<file path="config.mk">
export PLATFORM = sky130hd
export DESIGN_NAME = mcs_fpro_bridge_ws
export DESIGN_NICKNAME = d
export VERILOG_FILES = /design/src/rtl/mcs_fpro_bridge_ws.sv
export SDC_FILE = /design/constraint.sdc
export NUM_CORES = 1
export LEC_CHECK = 0
export BUFFER_PORTS_ARGS = -buffer_cell sky130_fd_sc_hd__buf_2
export CELL_PAD_IN_SITES_DETAIL_PLACEMENT = 0
export CELL_PAD_IN_SITES_GLOBAL_PLACEMENT = 1
export CORE_MARGIN = 10
export CORE_UTILIZATION = 31
export DETAILED_ROUTE_END_ITERATION = 6
export GPL_TIMING_DRIVEN = 1
export PLACE_DENSITY = 0.86
export SYNTH_ARGS = -nofsm -noshare
export SYNTH_HDL_FRONTEND = slang
export SYNTH_SLANG_ARGS = --single-unit
</file>
<file path="constraint.sdc">
create_clock -name clk -period 1.9 [get_ports clk]
set_input_delay 0 -clock clk [delete_from_list [all_inputs] [get_ports clk]]
set_output_delay 0 -clock clk [all_outputs]
set_load 0.01 [all_outputs]
</file>
<file path="src/rtl/mcs_fpro_bridge_ws.sv">
// MicroBlaze MCS IO-bus to FPro-bus bridge with per-region wait states.
// Decodes the MCS IO window into N_REGION chip-select regions, issues a
// one-cycle fp_rd/fp_wr strobe, then completes either immediately (zero-wait
// region) or on the region's fp_ack, with a timeout. Misses and timeouts
// complete with an error and bump a sticky flag / saturating counter.
//
// Ports:
//   clk, reset                    clock, synchronous active-high reset
//   io_addr_strobe/read/write     MCS access request and qualifiers
//   io_byte_enable, io_address    MCS byte enables and byte address
//   io_write_data                 MCS write data
//   io_read_data, io_ready        registered read data and completion pulse
//   fp_cs, fp_wr, fp_rd           one-hot chip select and one-cycle strobes
//   fp_addr, fp_wr_data, fp_be    word address, write data, byte enables
//   fp_rd_data, fp_ack            per-region read data and completion
//   err_clr, err, err_cnt         error clear, sticky flag, saturating count
module mcs_fpro_bridge_ws #(
    parameter logic [31:0] BRG_BASE = 32'hc000_0000,
    parameter int unsigned N_REGION = 2,
    parameter int unsigned ADDR_W   = 21,
    parameter logic [7:0]  ACK_MASK = 8'b0000_0010,
    parameter int unsigned TIMEOUT  = 255
) (
    input  logic                    clk,
    input  logic                    reset,
    input  logic                    io_addr_strobe,
    input  logic                    io_read_strobe,
    input  logic                    io_write_strobe,
    input  logic [3:0]              io_byte_enable,
    input  logic [31:0]             io_address,
    input  logic [31:0]             io_write_data,
    output logic [31:0]             io_read_data,
    output logic                    io_ready,
    output logic [N_REGION-1:0]     fp_cs,
    output logic                    fp_wr,
    output logic                    fp_rd,
    output logic [ADDR_W-1:0]       fp_addr,
    output logic [31:0]             fp_wr_data,
    output logic [3:0]              fp_be,
    input  logic [32*N_REGION-1:0]  fp_rd_data,
    input  logic [N_REGION-1:0]     fp_ack,
    input  logic                    err_clr,
    output logic                    err,
    output logic [7:0]              err_cnt
);

    localparam int unsigned REG_W   = (N_REGION > 1) ? $clog2(N_REGION) : 1;
    localparam int unsigned REG_LSB = ADDR_W + 2;
    localparam int unsigned DEC_LSB = ADDR_W + 2 + REG_W;
    localparam int unsigned CNT_W   = 16;
    localparam logic [31:0] TO_DATA = 32'hDEAD_BEEF;

    typedef enum logic [2:0] {S_IDLE, S_REQ, S_WAIT, S_DONE, S_ERR} state_t;

    state_t                 state_q, state_d;
    logic [REG_W-1:0]       region_q, region_d;
    logic                   is_rd_q, is_rd_d;
    logic [CNT_W-1:0]       wait_cnt_q, wait_cnt_d;

    logic [31:0]            io_read_data_d;
    logic                   io_ready_d;
    logic [N_REGION-1:0]    fp_cs_d;
    logic                   fp_wr_d, fp_rd_d;
    logic [ADDR_W-1:0]      fp_addr_d;
    logic [31:0]            fp_wr_data_d;
    logic [3:0]             fp_be_d;
    logic                   err_d;
    logic [7:0]             err_cnt_d, err_cnt_base;
    logic                   err_evt;

    logic [REG_W-1:0]       io_region;
    logic                   io_hit, io_mapped, io_start;
    logic [31:0]            sel_rd_data;
    logic                   sel_ack, sel_acked;
    logic                   unused_addr_lsb;

    assign unused_addr_lsb = ^io_address[1:0];

    // Address decode of the incoming MCS access
    assign io_region = io_address[REG_LSB +: REG_W];
    assign io_hit    = (io_address[31:DEC_LSB] == BRG_BASE[31:DEC_LSB]);
    assign io_mapped = (32'(io_region) < N_REGION);
    assign io_start  = io_addr_strobe && (io_read_strobe || io_write_strobe);

    // Per-region mux for the latched region: read data, ack and ack mode
    always_comb begin
        sel_rd_data = '0;
        sel_ack     = 1'b0;
        sel_acked   = 1'b0;
        for (int unsigned r = 0; r < N_REGION; r++) begin
            if (region_q == REG_W'(r)) begin
                sel_rd_data = fp_rd_data[32*r +: 32];
                sel_ack     = fp_ack[r];
                sel_acked   = ACK_MASK[r];
            end
        end
    end

    // Next-state and registered-output logic
    always_comb begin
        state_d        = state_q;
        region_d       = region_q;
        is_rd_d        = is_rd_q;
        wait_cnt_d     = wait_cnt_q;
        io_read_data_d = io_read_data;
        io_ready_d     = 1'b0;
        fp_cs_d        = fp_cs;
        fp_wr_d        = 1'b0;
        fp_rd_d        = 1'b0;
        fp_addr_d      = fp_addr;
        fp_wr_data_d   = fp_wr_data;
        fp_be_d        = fp_be;
        err_evt        = 1'b0;

        case (state_q)
            S_IDLE: begin
                if (io_start) begin
                    if (io_hit && io_mapped) begin
                        state_d      = S_REQ;
                        region_d     = io_region;
                        is_rd_d      = io_read_strobe;
                        fp_cs_d      = N_REGION'(1) << io_region;
                        fp_rd_d      = io_read_strobe;
                        fp_wr_d      = !io_read_strobe;
                        fp_addr_d    = io_address[REG_LSB-1:2];
                        fp_wr_data_d = io_write_data;
                        fp_be_d      = io_byte_enable;
                    end else begin
                        // Miss: complete immediately, no FPro activity
                        state_d        = S_ERR;
                        io_ready_d     = 1'b1;
                        io_read_data_d = '0;
                        err_evt        = 1'b1;
                    end
                end
            end
            S_REQ: begin
                if (!sel_acked || sel_ack) begin
                    state_d    = S_DONE;
                    io_ready_d = 1'b1;
                    fp_cs_d    = '0;
                    if (is_rd_q) begin
                        io_read_data_d = sel_rd_data;
                    end
                end else begin
                    state_d    = S_WAIT;
                    wait_cnt_d = CNT_W'(1);
                end
            end
            S_WAIT: begin
                // Ack takes priority over a timeout in the same cycle
                if (sel_ack) begin
                    state_d    = S_DONE;
                    io_ready_d = 1'b1;
                    fp_cs_d    = '0;
                    if (is_rd_q) begin
                        io_read_data_d = sel_rd_data;
                    end
                end else if (wait_cnt_q == CNT_W'(TIMEOUT)) begin
                    state_d        = S_ERR;
                    io_ready_d     = 1'b1;
                    fp_cs_d        = '0;
                    io_read_data_d = TO_DATA;
                    err_evt        = 1'b1;
                end else begin
                    wait_cnt_d = wait_cnt_q + CNT_W'(1);
                end
            end
            S_DONE:  state_d = S_IDLE;
            S_ERR:   state_d = S_IDLE;
            default: state_d = S_IDLE;
        endcase

        // Clear first, then count a coincident error event
        err_d        = err_clr ? 1'b0 : err;
        err_cnt_base = err_clr ? 8'd0 : err_cnt;
        err_cnt_d    = err_cnt_base;
        if (err_evt) begin
            err_d = 1'b1;
            if (err_cnt_base != 8'hFF) begin
                err_cnt_d = err_cnt_base + 8'd1;
            end
        end
    end

    // State and output registers
    always_ff @(posedge clk) begin
        if (reset) begin
            state_q      <= S_IDLE;
            region_q     <= '0;
            is_rd_q      <= 1'b0;
            wait_cnt_q   <= '0;
            io_read_data <= '0;
            io_ready     <= 1'b0;
            fp_cs        <= '0;
            fp_wr        <= 1'b0;
            fp_rd        <= 1'b0;
            fp_addr      <= '0;
            fp_wr_data   <= '0;
            fp_be        <= '0;
            err          <= 1'b0;
            err_cnt      <= '0;
        end else begin
            state_q      <= state_d;
            region_q     <= region_d;
            is_rd_q      <= is_rd_d;
            wait_cnt_q   <= wait_cnt_d;
            io_read_data <= io_read_data_d;
            io_ready     <= io_ready_d;
            fp_cs        <= fp_cs_d;
            fp_wr        <= fp_wr_d;
            fp_rd        <= fp_rd_d;
            fp_addr      <= fp_addr_d;
            fp_wr_data   <= fp_wr_data_d;
            fp_be        <= fp_be_d;
            err          <= err_d;
            err_cnt      <= err_cnt_d;
        end
    end

endmodule

</file>
# After elaboration in Yosys (flattened, before gate mapping)
# Index checks and enable logic that the tools add are counted.
# Widths: inputs -> output; s select.
[totals]
regBits = 124
input_bits = 140
out_inout_bits = 103
word_cells = 87
[op_classes]
addsub = 2
n_eq_ne = 13
shift = 1
mux = 39
n_bitwise = 3
n_reduce_logical = 15
[op_table]
columns = ["cell", "count"]
rows = [
  ["$mux 32", 7],
  ["$pmux 32 s3", 1],
  ["$mux 16", 3],
  ["$pmux 16 s2", 1],
  ["$mux 8", 3],
  ["$add 16x1->16 const B", 1],
  ["$eq 16x8->1 const B", 1],
  ["$ne 2x2->1 const B", 7],
  ["$mux 3", 4],
  ["$mux 1", 11],
  ["$mux 2", 5],
  ["$reduce_and 5->1", 2],
  ["$pmux 3 s3", 1],
  ["$add 8x1->8 const B", 1],
  ["$eq 8x8->1 const B", 1],
  ["$ne 8x8->1 const B", 1],
  ["$pmux 2 s3", 1],
  ["$reduce_and 4->1", 1],
  ["$reduce_bool 2->1", 2],
  ["$reduce_or 4->1", 1],
  ["$eq 3x1->1 const B", 1],
  ["$eq 3x2->1 const B", 1],
  ["$logic_not 3->1", 1],
  ["$ne 3x3->1 const B", 1],
  ["10 further kinds", 14],
]

# Longest topological paths before layout
[logic_depth]
word_depth = 5
ltp_mapped = 7
mapped_depth_nobuf = 6

# Least setup slack after synthesis
# OpenSTA, ideal clock, no wires.
[synth_timing]
path_kind = "register -> register"
start = "register wait_cnt_q[0]"
end = "register wait_cnt_q[15]"
setup_time_ns = 0.071
t_arrival_ns = 1.982
t_required_ns = 1.829
setup_slack_ns = -0.153
stages_incl_launch_ff = 8
n_path_buf = 1
period_less_slack_ns = 2.053
cell_sequence = "dfxtp_1 ha_1 and3_1 and4_1 buf_6 a2111o_1 or3_1 a21oi_1"
[synth_via]
elab_chain_len = 4
word_cells_on_any_way = 7
cone_classes = "add/sub: 1; eq/ne: 2; mux: 3; reduce/logical: 1"
[synth_rtl]
columns = ["item", "line", "rtl"]
rows = [
  ["start: declaration", "58", "logic [CNT_W-1:0] wait_cnt_q, wait_cnt_d;"],
  ["start signal: assignment", "207", "wait_cnt_q <= wait_cnt_d;"],
  ["$add 16x1->16", "166", "wait_cnt_d = wait_cnt_q + CNT_W'(1);"],
  ["$mux 16", "159", "end else if (wait_cnt_q == CNT_W'(TIMEOUT)) begin"],
  ["$mux 16", "152", "if (sel_ack) begin"],
  ["$pmux 16 s2", "115", "case (state_q)"],
]
# Parallel ways exist; a longest one is shown, timed or not. The select of a mux whose other input is x is not followed.
# A chain may end at the register's enable or synchronous reset.

# Worst setup path after layout
[layout_timing]
start = "register wait_cnt_q[14]"
end = "register io_read_data[8]"
[layout_via]
elab_chain_len = 3
[layout_rtl]
columns = ["item", "line", "rtl"]
rows = [
  ["$eq 16x8->1", "159", ""],
  ["$ne 3x3->1 (no source line)", "n/a", ""],
  ["$reduce_and 5->1 (no source line)", "n/a", ""],
  ["end signal: assignment", "208", "io_read_data <= io_read_data_d;"],
  ["end: declaration", "32", "output logic [31:0] io_read_data,"],
]
# Every way passes these cells.

==> results.toml <==
[outcome]
status = "finished with violations"
violations = "setup timing"

[floorplan]
core_region_area_sq_um = 16700
die_w_um = 151
initial_core_util = 0.320
rows = 47
die-area_sq_um = 22900
num_io_pins = 243
die_h_um = 151

[setup_path]
arrival_ps = 2290
r2r_start = "wait_cnt_q[14]"
slowest_stage = "dfxtp_2"
ff2ff_setup_slack_ps = -100
critPathTopFamily = "compound AO/OA/AOI/OAI gates"
path_buf_inv = 3
cp-end-kind = "flop"
crit_required_ps = 2190
criticalPathCategory = "flop to flop"
cp-start-kind = "flop"
ff2ff_path_depth = 8
critPathMaxStageDelay_ps = 330
path_depth = 8
cpMostUsedCell = "buf_6"
crit_path_max_fanout = 8
crit_chain = "nor4_4, nand4_1, buf_4, a211oi_4, buf_6, buf_6, o31a_4, o32ai_2"
r2r_end = "io_read_data[8]"

[clock_tree]
cts_buffer_depth = 2
numCtsBuffers = 17
cts_sinks = 124
cts_root_buf = "clkbuf_16"
cts_max_level = 4
clk_pin_slew_ps = 60
cts_tree = "done"
clk_latency_ps = 420

[synth]
ys_async_sr_fraction = 0
synth.net_count = 704
synth_area_sq_um = 5340
synthDistinctLibCells = 55
synth_warnings = 0
syn_inst = 562
synth-edff-count = 0
ys_seq_elements = 124
ys_seq_area_frac = 0.465
synth_area_per_cell_sq_um = 9.50
synth_top_flop_cell = "dfxtp_1"

[power]
powerDensity_nw_per_um2 = 739
leakage_nw = 4.05
p_seq_frac = 0.394
swShare = 0.242
p_sw_mw = 1.64
p_clk_frac = 0.498
power_mw = 6.77
peakVddDrop_mv = 0.577
intPower_mw = 5.13
p_comb_frac = 0.107

[timing]
fin_skew_ps = 9.53
worst-slew-pin-transition_ps = 502
finalMaxSlewViolations = 0
finalWorstPathRequiredPeriod_ps = 2000
setup_viol = 20
hold_slack_ps = 85.1
hold_violations = 0
fmax_ghz = 0.500
rsz0062_at_grt = "true"
setup_ws_ps = -102
maxSlewHeadroom = 0.661
fin_crit_sh = 1.05

[detailed_routing]
wirelength_um = 20600
drt_iter0_markers = 245
wire_per_inst_um = 17.6
viasPerCell = 5.04
vias = 5905
dr.pass1.iters = 5
postRouteAntennaNets = 0
drc = 0

[global_routing]
grtUsageTotal = 0.167
grt_max_degree = 51
grt_pass1_wl_um = 30600
gr-total-overflow = 0
antenna_found_initial = 0
grt_pass1_vias = 5808

[final_layout]
fin_nets = 1080
utilization = 0.549
num-fill-cells = 1463
antennaDiodeCount = 0
syn2layout_area_growth_pct = 71.7
drive_gt1_frac = 0.448
final_common_cell = "buf_2"
final_cell_mix = "buf_2, dfxtp_1, dlygate4sd3_1"
regArea_sq_um = 2490
multiInputGateArea_sq_um = 3000

[place]
io_buffers = 240
gp_congestion = 0.809
post-dp-hpwl_um = 13600

[min_path]
hold_path.class = "primary input to flop"
worstHoldEndpoint = "fp_wr"
min-delay-start = "io_write_strobe"
hold_path_depth = 3

[run]
maxCapViolCount = 0
-- sequential cells by signal, summed over array words and instances, names as in the netlist, 2 cells and up --
name	flops
state_q	3
wait_cnt_q	16
io_read_data	32
err_cnt	8
fp_wr_data	32
fp_cs	2
fp_addr	21
fp_be	4
-- timing repair --
item                                    4_1_cts  5_1_grt
endpoints found under the setup margin       49       53
setup buffers                                 1        9
gates resized for setup                      11       66
hold buffers                                 78        0
pin swaps                                     5       41
endpoints found under the hold margin        75        0
gates cloned                                  0        5
-- metrics by stage --
step,area (sq um),setup TNS [ps],std cells,setup slack [ps]
after floorplan,5380,0,562,0.257
after global placement,7260,-1830,1046,-189
after detailed placement,7260,-3540,1046,-156
after CTS,8710,-585,1157,-120
after global routing,9160,-4090,1171,-183
final,9160,-1190,1171,-102
-- cells by family (layout without fill, tap and decap cells) --
logic type	count (synthesis)	in the layout	synth area share
adders and majority gates	2	2	0.00469
buffers and inverters	50	439	0.0396
muxes	34	34	0.0647
and+or+nand+nor	145	145	0.135
DFF	124	124	0.465
xor gates and xnor gates	5	5	0.00820
AOI/OAI and AO/OA	202	202	0.283
-- metal layers --
| layer | wire [um] | vias to the layer above | global-route usage |
|---|---|---|---|
| li1 | - | 2882 | - |
| met1 | 8390 | 2758 | 0.189 |
| met2 | 9730 | 234 | 0.270 |
| met3 | 2060 | 31 | 0.0788 |
| met4 | 453 | 0 | 0.0611 |
| met5 | 0 | - | 0 |
-- final cells by class --
type | count | share of cell area
tap | 220 | 0.0300
clock buffer | 18 | 0.0468
multi-input combinational | 388 | 0.327
timing repair buffer | 401 | 0.301
inverter | 6 | 0.00246
clock inverter | 14 | 0.0203
sequential | 124 | 0.272
-- power groups by stage --
stage / combinational [mW] / sequential, mW / clock, mW
finish: 0.727 / 2.67 / 3.38
global route: 0.785 / 2.68 / 3.54
CTS: 0.603 / 2.67 / 3.44
detailed placement: 0.475 / 2.72 / 0
global placement: 0.468 / 2.72 / 0
floorplan: 0.190 / 2.74 / 0
-- cells in the mapped netlist, types with 3 or more instances --
cell | instances | area, sq um
dfxtp_1 | 124 | 2480
a21oi_1 | 65 | 325
nor2_1 | 60 | 225
a22o_1 | 59 | 517
mux2i_1 | 33 | 330
clkbuf_1 | 32 | 120
a211oi_1 | 22 | 165
nand2_1 | 17 | 63.8
and3_1 | 12 | 75.1
nand3_1 | 11 | 55.1
nand2b_1 | 10 | 62.6
o21ai_0 | 8 | 40.0
o32ai_1 | 8 | 70.1
buf_2 | 7 | 35.0
nor2b_1 | 7 | 43.8
a31oi_1 | 6 | 37.5
inv_1 | 6 | 22.5
or3_1 | 6 | 37.5
a41o_1 | 5 | 50.1
nor4_1 | 5 | 31.3
o211ai_1 | 5 | 37.5
xnor2_1 | 5 | 43.8
a2111oi_0 | 3 | 26.3
and4_1 | 3 | 26.3
buf_1 | 3 | 11.3
nor3_1 | 3 | 15.0
o31ai_1 | 3 | 22.5
-- how the worst max path moves through the flow --
stage | from | end
4_1_cts | wait_cnt_q[1] | wait_cnt_q[11]
3_5_place_dp | wait_cnt_q[1] | wait_cnt_q[2]
2_1_floorplan | wait_cnt_q[9] | err_cnt[3]
5_1_grt | wait_cnt_q[14] | io_read_data[4]
3_3_place_gp | wait_cnt_q[1] | wait_cnt_q[2]
6_report | wait_cnt_q[14] | io_read_data[8]
-- tightest hold or removal path, delay by kind of cell --
| kind | cells | cell delay, ps |
|---|---|---|
| compound gates | 1 | 260 |
| buf+inv | 1 | 120 |
| simple gates | 1 | 80 |
Note: power is estimated with default switching activity, not from simulation.
